File: src/rtl/crcu_pkg.sv
// Shared constants and types for the CRCU APB register block: register map,
// field positions, reset values and the APB protocol FSM state type.
package crcu_pkg;

  localparam logic [7:0] ADDR_RST_CTL = 8'h00;
  localparam logic [7:0] ADDR_CLK_CTL = 8'h04;
  localparam logic [7:0] ADDR_RST_STS = 8'h08;
  localparam logic [7:0] ADDR_ID      = 8'h0C;

  localparam int unsigned RST_DUR_MSB  = 18;
  localparam int unsigned RST_DUR_LSB  = 3;
  localparam int unsigned SPARE_MSB    = 2;
  localparam int unsigned SPARE_LSB    = 1;
  localparam int unsigned SOFT_RST_BIT = 0;

  localparam int unsigned STS_LIVE_BIT  = 0;
  localparam int unsigned STS_DONE_BIT  = 1;
  localparam int unsigned STS_DZERO_BIT = 2;

  localparam logic [7:0]  CLK_CTL_RESET = 8'hFF;
  localparam logic [1:0]  SPARE_RESET   = 2'b00;
  localparam logic [15:0] RST_DUR_MIN   = 16'h0001;

  typedef enum logic [1:0] {
    IDLE,
    SETUP,
    ACCESS
  } apb_state_e;

  // Word-aligned match; byte-offset bits are ignored.
  function automatic logic addr_hit(input logic [7:0] paddr, input logic [7:0] reg_addr);
    return paddr[7:2] == reg_addr[7:2];
  endfunction

endpackage

File: src/rtl/crcu_apb_fsm.sv
// APB completer protocol FSM with programmable wait states; produces PREADY
// and a write-commit strobe. Register storage lives in the parent.
module crcu_apb_fsm
  import crcu_pkg::*;
#(
  parameter int unsigned WAIT_STATES = 0
) (
  input  logic clk,
  input  logic rst_n,
  input  logic psel,
  input  logic penable,
  input  logic pwrite,
  output logic pready,
  output logic commit
);

  localparam logic [1:0] WAIT_LAST = 2'(WAIT_STATES);

  apb_state_e state_q, state_d;
  logic [1:0] wait_q, wait_d;

  always_comb begin
    state_d = state_q;
    wait_d  = '0;
    pready  = 1'b0;
    unique case (state_q)
      IDLE:   if (psel && !penable) state_d = SETUP;
      SETUP:  state_d = (psel && penable) ? ACCESS : IDLE;
      ACCESS: begin
        if (!psel) begin
          state_d = IDLE;
        end else if (wait_q == WAIT_LAST) begin
          pready  = 1'b1;
          state_d = !penable ? SETUP : IDLE;
        end else begin
          wait_d = wait_q + 2'd1;
        end
      end
      default: state_d = IDLE;
    endcase
  end

  assign commit = pready && pwrite;

  always_ff @(posedge clk or negedge rst_n) begin
    if (!rst_n) begin
      state_q <= IDLE;
      wait_q  <= '0;
    end else begin
      state_q <= state_d;
      wait_q  <= wait_d;
    end
  end

endmodule

File: src/rtl/crcu_apb_regs.sv
// CRCU reset/clock control register block on APB. Optional error responses
// are enabled by defining CRCU_APB_PSLVERR_EN.
module crcu_apb_regs
  import crcu_pkg::*;
#(
  parameter int unsigned WAIT_STATES     = 0,
  parameter logic [15:0] RST_DUR_DEFAULT = 16'h0010,
  parameter logic [31:0] ID_VALUE        = 32'h4352_0100
) (
  input  logic        CRCU_CLK,
  input  logic        CRCU_RST_N,
  input  logic        PSEL,
  input  logic        PENABLE,
  input  logic        PWRITE,
  input  logic [7:0]  PADDR,
  input  logic [31:0] PWDATA,
  output logic [31:0] PRDATA,
  output logic        PREADY,
  output logic        PSLVERR,
  output logic [31:0] rst_ctl_reg,
  output logic [7:0]  clk_ctl_reg,
  input  logic        rst_in
);

  logic        soft_rst_q, soft_rst_d;
  logic [1:0]  spare_q, spare_d;
  logic [15:0] rst_dur_q, rst_dur_d;
  logic [7:0]  clk_ctl_q, clk_ctl_d;
  logic        live_q, live_d, prev_q, prev_d;
  logic        done_q, done_d, dzero_q, dzero_d;

  logic        commit, wr, err_cond;
  logic        hit_rst, hit_clk, hit_sts, hit_id, mapped;
  logic [15:0] wr_dur;
  logic [31:0] rdata;
  logic        unused_bits;

  crcu_apb_fsm #(.WAIT_STATES(WAIT_STATES)) u_fsm (
    .clk    (CRCU_CLK),
    .rst_n  (CRCU_RST_N),
    .psel   (PSEL),
    .penable(PENABLE),
    .pwrite (PWRITE),
    .pready (PREADY),
    .commit (commit)
  );

  assign hit_rst = addr_hit(PADDR, ADDR_RST_CTL);
  assign hit_clk = addr_hit(PADDR, ADDR_CLK_CTL);
  assign hit_sts = addr_hit(PADDR, ADDR_RST_STS);
  assign hit_id  = addr_hit(PADDR, ADDR_ID);
  assign mapped  = hit_rst || hit_clk || hit_sts || hit_id;
  assign wr_dur  = PWDATA[RST_DUR_MSB:RST_DUR_LSB];
  assign unused_bits = ^{PWDATA[31:19], PADDR[1:0]};

`ifdef CRCU_APB_PSLVERR_EN
  assign err_cond = !mapped || (PWRITE && hit_id) ||
                    (PWRITE && hit_sts && PWDATA[STS_LIVE_BIT]);
`else
  assign err_cond = 1'b0 && mapped;
`endif

  assign PSLVERR = PREADY && err_cond;
  assign wr      = commit && !err_cond;

  always_comb begin
    soft_rst_d = 1'b0;
    spare_d    = spare_q;
    rst_dur_d  = rst_dur_q;
    clk_ctl_d  = clk_ctl_q;
    live_d     = rst_in;
    prev_d     = live_q;
    done_d     = done_q;
    dzero_d    = dzero_q;
    if (wr && hit_rst) begin
      soft_rst_d = PWDATA[SOFT_RST_BIT];
      spare_d    = PWDATA[SPARE_MSB:SPARE_LSB];
      rst_dur_d  = (wr_dur == '0) ? RST_DUR_MIN : wr_dur;
    end
    if (wr && hit_clk) clk_ctl_d = PWDATA[7:0];
    if (wr && hit_sts) begin
      if (PWDATA[STS_DONE_BIT])  done_d  = 1'b0;
      if (PWDATA[STS_DZERO_BIT]) dzero_d = 1'b0;
    end
    // Hardware set events are applied after W1C so a same-cycle set wins.
    if (prev_q && !live_q) done_d = 1'b1;
    if (wr && hit_rst && wr_dur == '0) dzero_d = 1'b1;
  end

  always_comb begin
    rdata = '0;
    if (hit_rst) begin
      rdata[RST_DUR_MSB:RST_DUR_LSB] = rst_dur_q;
      rdata[SPARE_MSB:SPARE_LSB]     = spare_q;
    end else if (hit_clk) begin
      rdata[7:0] = clk_ctl_q;
    end else if (hit_sts) begin
      rdata[STS_LIVE_BIT]  = live_q;
      rdata[STS_DONE_BIT]  = done_q;
      rdata[STS_DZERO_BIT] = dzero_q;
    end else if (hit_id) begin
      rdata = ID_VALUE;
    end
    PRDATA = (PREADY && !PWRITE) ? rdata : '0;

    rst_ctl_reg = '0;
    rst_ctl_reg[RST_DUR_MSB:RST_DUR_LSB] = rst_dur_q;
    rst_ctl_reg[SPARE_MSB:SPARE_LSB]     = spare_q;
    rst_ctl_reg[SOFT_RST_BIT]            = soft_rst_q;
  end

  assign clk_ctl_reg = clk_ctl_q;

  always_ff @(posedge CRCU_CLK or negedge CRCU_RST_N) begin
    if (!CRCU_RST_N) begin
      soft_rst_q <= 1'b0;
      spare_q    <= SPARE_RESET;
      rst_dur_q  <= RST_DUR_DEFAULT;
      clk_ctl_q  <= CLK_CTL_RESET;
      live_q     <= 1'b0;
      prev_q     <= 1'b0;
      done_q     <= 1'b0;
      dzero_q    <= 1'b0;
    end else begin
      soft_rst_q <= soft_rst_d;
      spare_q    <= spare_d;
      rst_dur_q  <= rst_dur_d;
      clk_ctl_q  <= clk_ctl_d;
      live_q     <= live_d;
      prev_q     <= prev_d;
      done_q     <= done_d;
      dzero_q    <= dzero_d;
    end
  end

endmodule

File: config.mk
export PLATFORM = sky130hd
export DESIGN_NAME = crcu_apb_regs
export DESIGN_NICKNAME = d
export VERILOG_FILES = /design/src/rtl/crcu_pkg.sv /design/src/rtl/crcu_apb_fsm.sv /design/src/rtl/crcu_apb_regs.sv
export SDC_FILE = /design/constraint.sdc
export NUM_CORES = 1
export LEC_CHECK = 0
export CORE_MARGIN = 3
export CORE_UTILIZATION = 35
export CTS_BUF_LIST = sky130_fd_sc_hd__clkbuf_8
export DETAILED_ROUTE_END_ITERATION = 10
export PLACE_DENSITY = 0.74
export SLEW_MARGIN = 20
export SYNTH_ARGS = -nofsm -noshare
export SYNTH_HDL_FRONTEND = slang
export SYNTH_HIERARCHICAL = 1
export SYNTH_SLANG_ARGS = --single-unit
export TNS_END_PERCENT = 30
File: constraint.sdc
create_clock -name CRCU_CLK -period 3 [get_ports CRCU_CLK]
set_input_delay 0.3 -clock CRCU_CLK [delete_from_list [all_inputs] [get_ports CRCU_CLK]]
set_output_delay 0.3 -clock CRCU_CLK [all_outputs]
set_load 0.01 [all_outputs]
==> results_tabular.tex <==
\begin{tabular}{lr}
\hline
Metric & Value \\
\hline
\multicolumn{2}{l}{\textbf{Power and ir drop}} \\
\quad Peak supply drop & 0.205 mV \\
\quad Leak & 1.27 nW \\
\quad Power density relative to cell area & 326 mW/mm\^{}2 \\
\multicolumn{2}{l}{\textbf{Finish}} \\
\quad Final design utilization & 0.544 \\
\quad Ratio of cells with drive above 1 in the final layout & 0.161 \\
\quad Relative area change from synthesis to final layout & 46.1\% \\
\quad Largest register FFs & 16 \\
\quad Number of antenna diodes & 0 \\
\quad Final layout net count & 301 \\
\multicolumn{2}{l}{\textbf{Setup path}} \\
\quad Number of cells on the worst reg-to-reg path & 4 \\
\quad Setup crit end kind & primary output \\
\quad Type of origin of the critical path & input port \\
\quad Classification of the worst setup path & input port to primary output \\
\quad Endpoint arrival time on the critical path & 2.53 ns \\
\quad Most frequent cell on the critical path & sky130\_fd\_sc\_hd\_\_clkdlybuf4s50\_1 \\
\quad Worst-path cell chain & clkdlybuf4s50\_1, nor2b\_1, and3\_1, nand2b\_1, nor4b\_4, a22o\_1, clkdlybuf4s50\_1 \\
\quad Max FO, Critical Path & 5 \\
\quad Cell type of the slowest stage on the worst timing path & sky130\_fd\_sc\_hd\_\_clkdlybuf4s50\_1 \\
\quad Worst reg2reg path startpoint & u\_fsm/state\_q[0] \\
\quad Stage delay of the slowest cell on the critical path & 0.55 ns \\
\quad Endpoint of the worst-slack reg-to-reg timing path & rst\_dur\_q[15] \\
\quad CP required & $\sim$2.7 ns \\
\quad Register-to-register setup slack & 1.06 ns \\
\multicolumn{2}{l}{\textbf{Detailed routing}} \\
\quad Post-detailed-route wirelength per cell & 14.9 um \\
\quad Wire length reported by the detailed router & 4.84 mm \\
\quad Remaining antenna violation count & 0 \\
\quad Iteration-0 DRC count of the detailed router & 87 \\
\quad Via-to-Cell Ratio & 4.66 \\
\quad Total DRC errors in the routed layout & 0 \\
\quad Via total after detailed routing & between 1,500 and 2,000 \\
\quad Router iterations before antenna repair & 4 \\
\multicolumn{2}{l}{\textbf{Global routing}} \\
\quad Vias in the first global route & roughly 1,500 \\
\quad Global-route total usage across every layer & 0.158 \\
\quad Global-route wire length before repair & 7.82 mm \\
\quad Gr ovfl total & 0 \\
\quad Number of antenna violations at the first check in global routing & 0 \\
\quad Largest net degree at the start of global routing & 36 \\
\multicolumn{2}{l}{\textbf{Logic synthesis}} \\
\quad Synthesized area per cell & 11.5 sq um \\
\quad Mapped cell area & 0.00195 sq mm \\
\quad Sequential-to-total area share from yosys stat & 0.454 \\
\quad Post-Syn Instances & 169 \\
\quad Total of flip-flops plus latches after synthesis & 35 \\
\quad Share of async-settable or async-resettable flops after synthesis & 1.00 \\
\quad Top cell type's share of synthesized area & 0.333 \\
\quad Top cells by area in the synthesized netlist & sky130\_fd\_sc\_hd\_\_dfrtp\_1 33\%, sky130\_fd\_sc\_hd\_\_dfstp\_2 12\%, sky130\_fd\_sc\_hd\_\_buf\_4 10\%, sky130\_fd\_sc\_hd\_\_mux2\_1 9.8\%, sky130\_fd\_sc\_hd\_\_mux2\_2 4.6\% \\
\quad Number of distinct library cells after synthesis & 43 \\
\quad Synthesis warning total & 6 \\
\quad Most frequently used flop master after synthesis & sky130\_fd\_sc\_hd\_\_dfrtp\_1 \\
\quad Number of flops mapped to enable cells by yosys & 0 \\
\quad Cell taking the most area after synthesis & sky130\_fd\_sc\_hd\_\_dfrtp\_1 \\
\quad Top cell types by occurrence after synthesis & 27 x sky130\_fd\_sc\_hd\_\_buf\_4, 26 x sky130\_fd\_sc\_hd\_\_dfrtp\_1, 17 x sky130\_fd\_sc\_hd\_\_mux2\_1 \\
\quad Most frequent cell after synthesis & sky130\_fd\_sc\_hd\_\_buf\_4 \\
\multicolumn{2}{l}{\textbf{Clocking}} \\
\quad Number of sinks handled by clock tree synthesis & 35 \\
\quad Hold-fix buffers at CTS & 0 \\
\quad Number of buffers inserted to repair setup after CTS & 0 \\
\quad Clk\_lat worst skew & about 0.28 ns \\
\quad Maximum level of the CTS H-tree & 2 \\
\quad Number of CTS-inserted buffers & 5 \\
\quad CTS tree & built \\
\quad Number of instances resized during post-cts repair & 0 \\
\quad Clock tree root driver cell & sky130\_fd\_sc\_hd\_\_clkbuf\_8 \\
\quad CTS Buffer Depth & 2 \\
\quad Clock slew seen by the registers of the worst setup and hold paths & 0.07 ns \\
\multicolumn{2}{l}{\textbf{Floorplan}} \\
\quad Area of the die & about 0.0065 sq mm \\
\quad Placement Rows & 26 \\
\quad Initial Util & 0.373 \\
\quad Core area & about 0.0052 sq mm \\
\quad Die W & 80.7 um \\
\quad Y dimension of the die & slightly above 80 um \\
\quad Ports placed on the boundary & 120 \\
\multicolumn{2}{l}{\textbf{Timing}} \\
\quad Fin Clk Skew & 0.00370 ns \\
\quad Finish-stage setup viols & 0 \\
\quad Max-slew violation count & 0 \\
\quad Clock period minus worst slack & 2.83 ns \\
\quad Final clock period utilization by the worst path & 0.944 \\
\quad Fmax & 353 MHz \\
\quad Setup repair after global routing missed its margin & false \\
\quad Final Hold Vio Count & 0 \\
\quad Worst slack on hold paths & $\sim$0.42 ns \\
\quad Final-layout setup total negative slack & 0 ns \\
\multicolumn{2}{l}{\textbf{Placed design}} \\
\quad Final estimated routing congestion in global placement & roughly 0.79 \\
\quad Number of I/O port buffers & 82 \\
\quad Placed wire-length estimate & 3.71 mm \\
\multicolumn{2}{l}{\textbf{Flow run}} \\
\quad Max Cap Violations & 0 \\
\multicolumn{2}{l}{\textbf{Worst hold path}} \\
\quad Hold Path Class & input port to asynchronous set/reset pin \\
\multicolumn{2}{l}{\textbf{Run status}} \\
\quad Result of the run & complete, no violations \\
\hline
\end{tabular}
[layer usage]
layer | global-route usage | vias up | wire length [um]
li1 | - | 716 | -
met1 | 0.204 | 729 | 2190
met2 | 0.258 | 61 | 2260
met3 | 0.0448 | 4 | 338
met4 | 0.0405 | 0 | 46
met5 | 0 | - | 0
[metrics by stage]
stage	setup slack [ns]	area, sq um	cells	total power, mW
floorplan	0.855	2030	190	0.541
global placement	0.142	2760	316	0.586
detailed placement	0.150	2760	316	0.588
CTS	0.146	2850	324	0.939
global route	0.0572	2850	324	0.967
finish	0.168	2850	324	0.928
[report_power, final]
| group | internal [mW] | leakage, nW | switching, mW |
|---|---|---|---|
| Clock | 0.182 | 0.0524 | 0.167 |
| Sequential | 0.477 | 0.445 | 0.00370 |
| Combinational | 0.0496 | 0.775 | 0.0491 |
[layout make-up]
cell class | instances | area [sq um]
multi-input cells | 112 | 862
well taps | 70 | 87.6
clock inverters | 2 | 8.76
clock buffers | 6 | 82.6
flip-flops and latches | 35 | 887
inverters | 10 | 37.5
repair buffers | 89 | 886
fillers | 480 | 2390
[cell usage in the layout, fill, tap and decap left out, drive strengths merged, types with 2 or more instances in the layout]
master and n:
a21oi 3, a22o 5, and2 9, and3 3, and4 3, buf 7, clkbuf 6, clkdlybuf4s50 82
conb 22, dfrtp 26, dfstp 9, ha 2, inv 11, mux2 25, nand2 3, nand2b 2
nand3 2, nor2 2, nor2b 4, nor3 3, nor4 6, o221a 2, o22a 2
[kinds of logic after synthesis]
| group | Yosys count | share of synthesized area |
|---|---|---|
| AND/OR/NAND/NOR | 44 | 0.162 |
| other | 1 | 0.00192 |
| buffers and inverters | 43 | 0.144 |
| flip-flops | 35 | 0.454 |
| AO/OA/AOI/OAI | 19 | 0.0801 |
| multiplexers | 25 | 0.144 |
| adder cells (fa/ha/maj) | 2 | 0.0128 |
[worst max-delay path: cells and delay by family]
| family | cells | cell delay, ns |
|---|---|---|
| AOI/OAI and AO/OA | 1 | 0.18 |
| buffers and inverters | 2 | 1.02 |
| and+or+nand+nor | 4 | 1.03 |
[worst max-delay path by stage]
stage / from / slack (ns) / end
finish: PSEL / 0.17 / PRDATA[4]
global route: PSEL / 0.06 / PRDATA[7]
CTS: PSEL / 0.15 / PRDATA[4]
detailed placement: PSEL / 0.15 / PRDATA[4]
global placement: PADDR[5] / 0.14 / PRDATA[4]
floorplan: u_fsm/wait_q[0] / 0.85 / PRDATA[17]
Power figures use the tool's default switching activity.
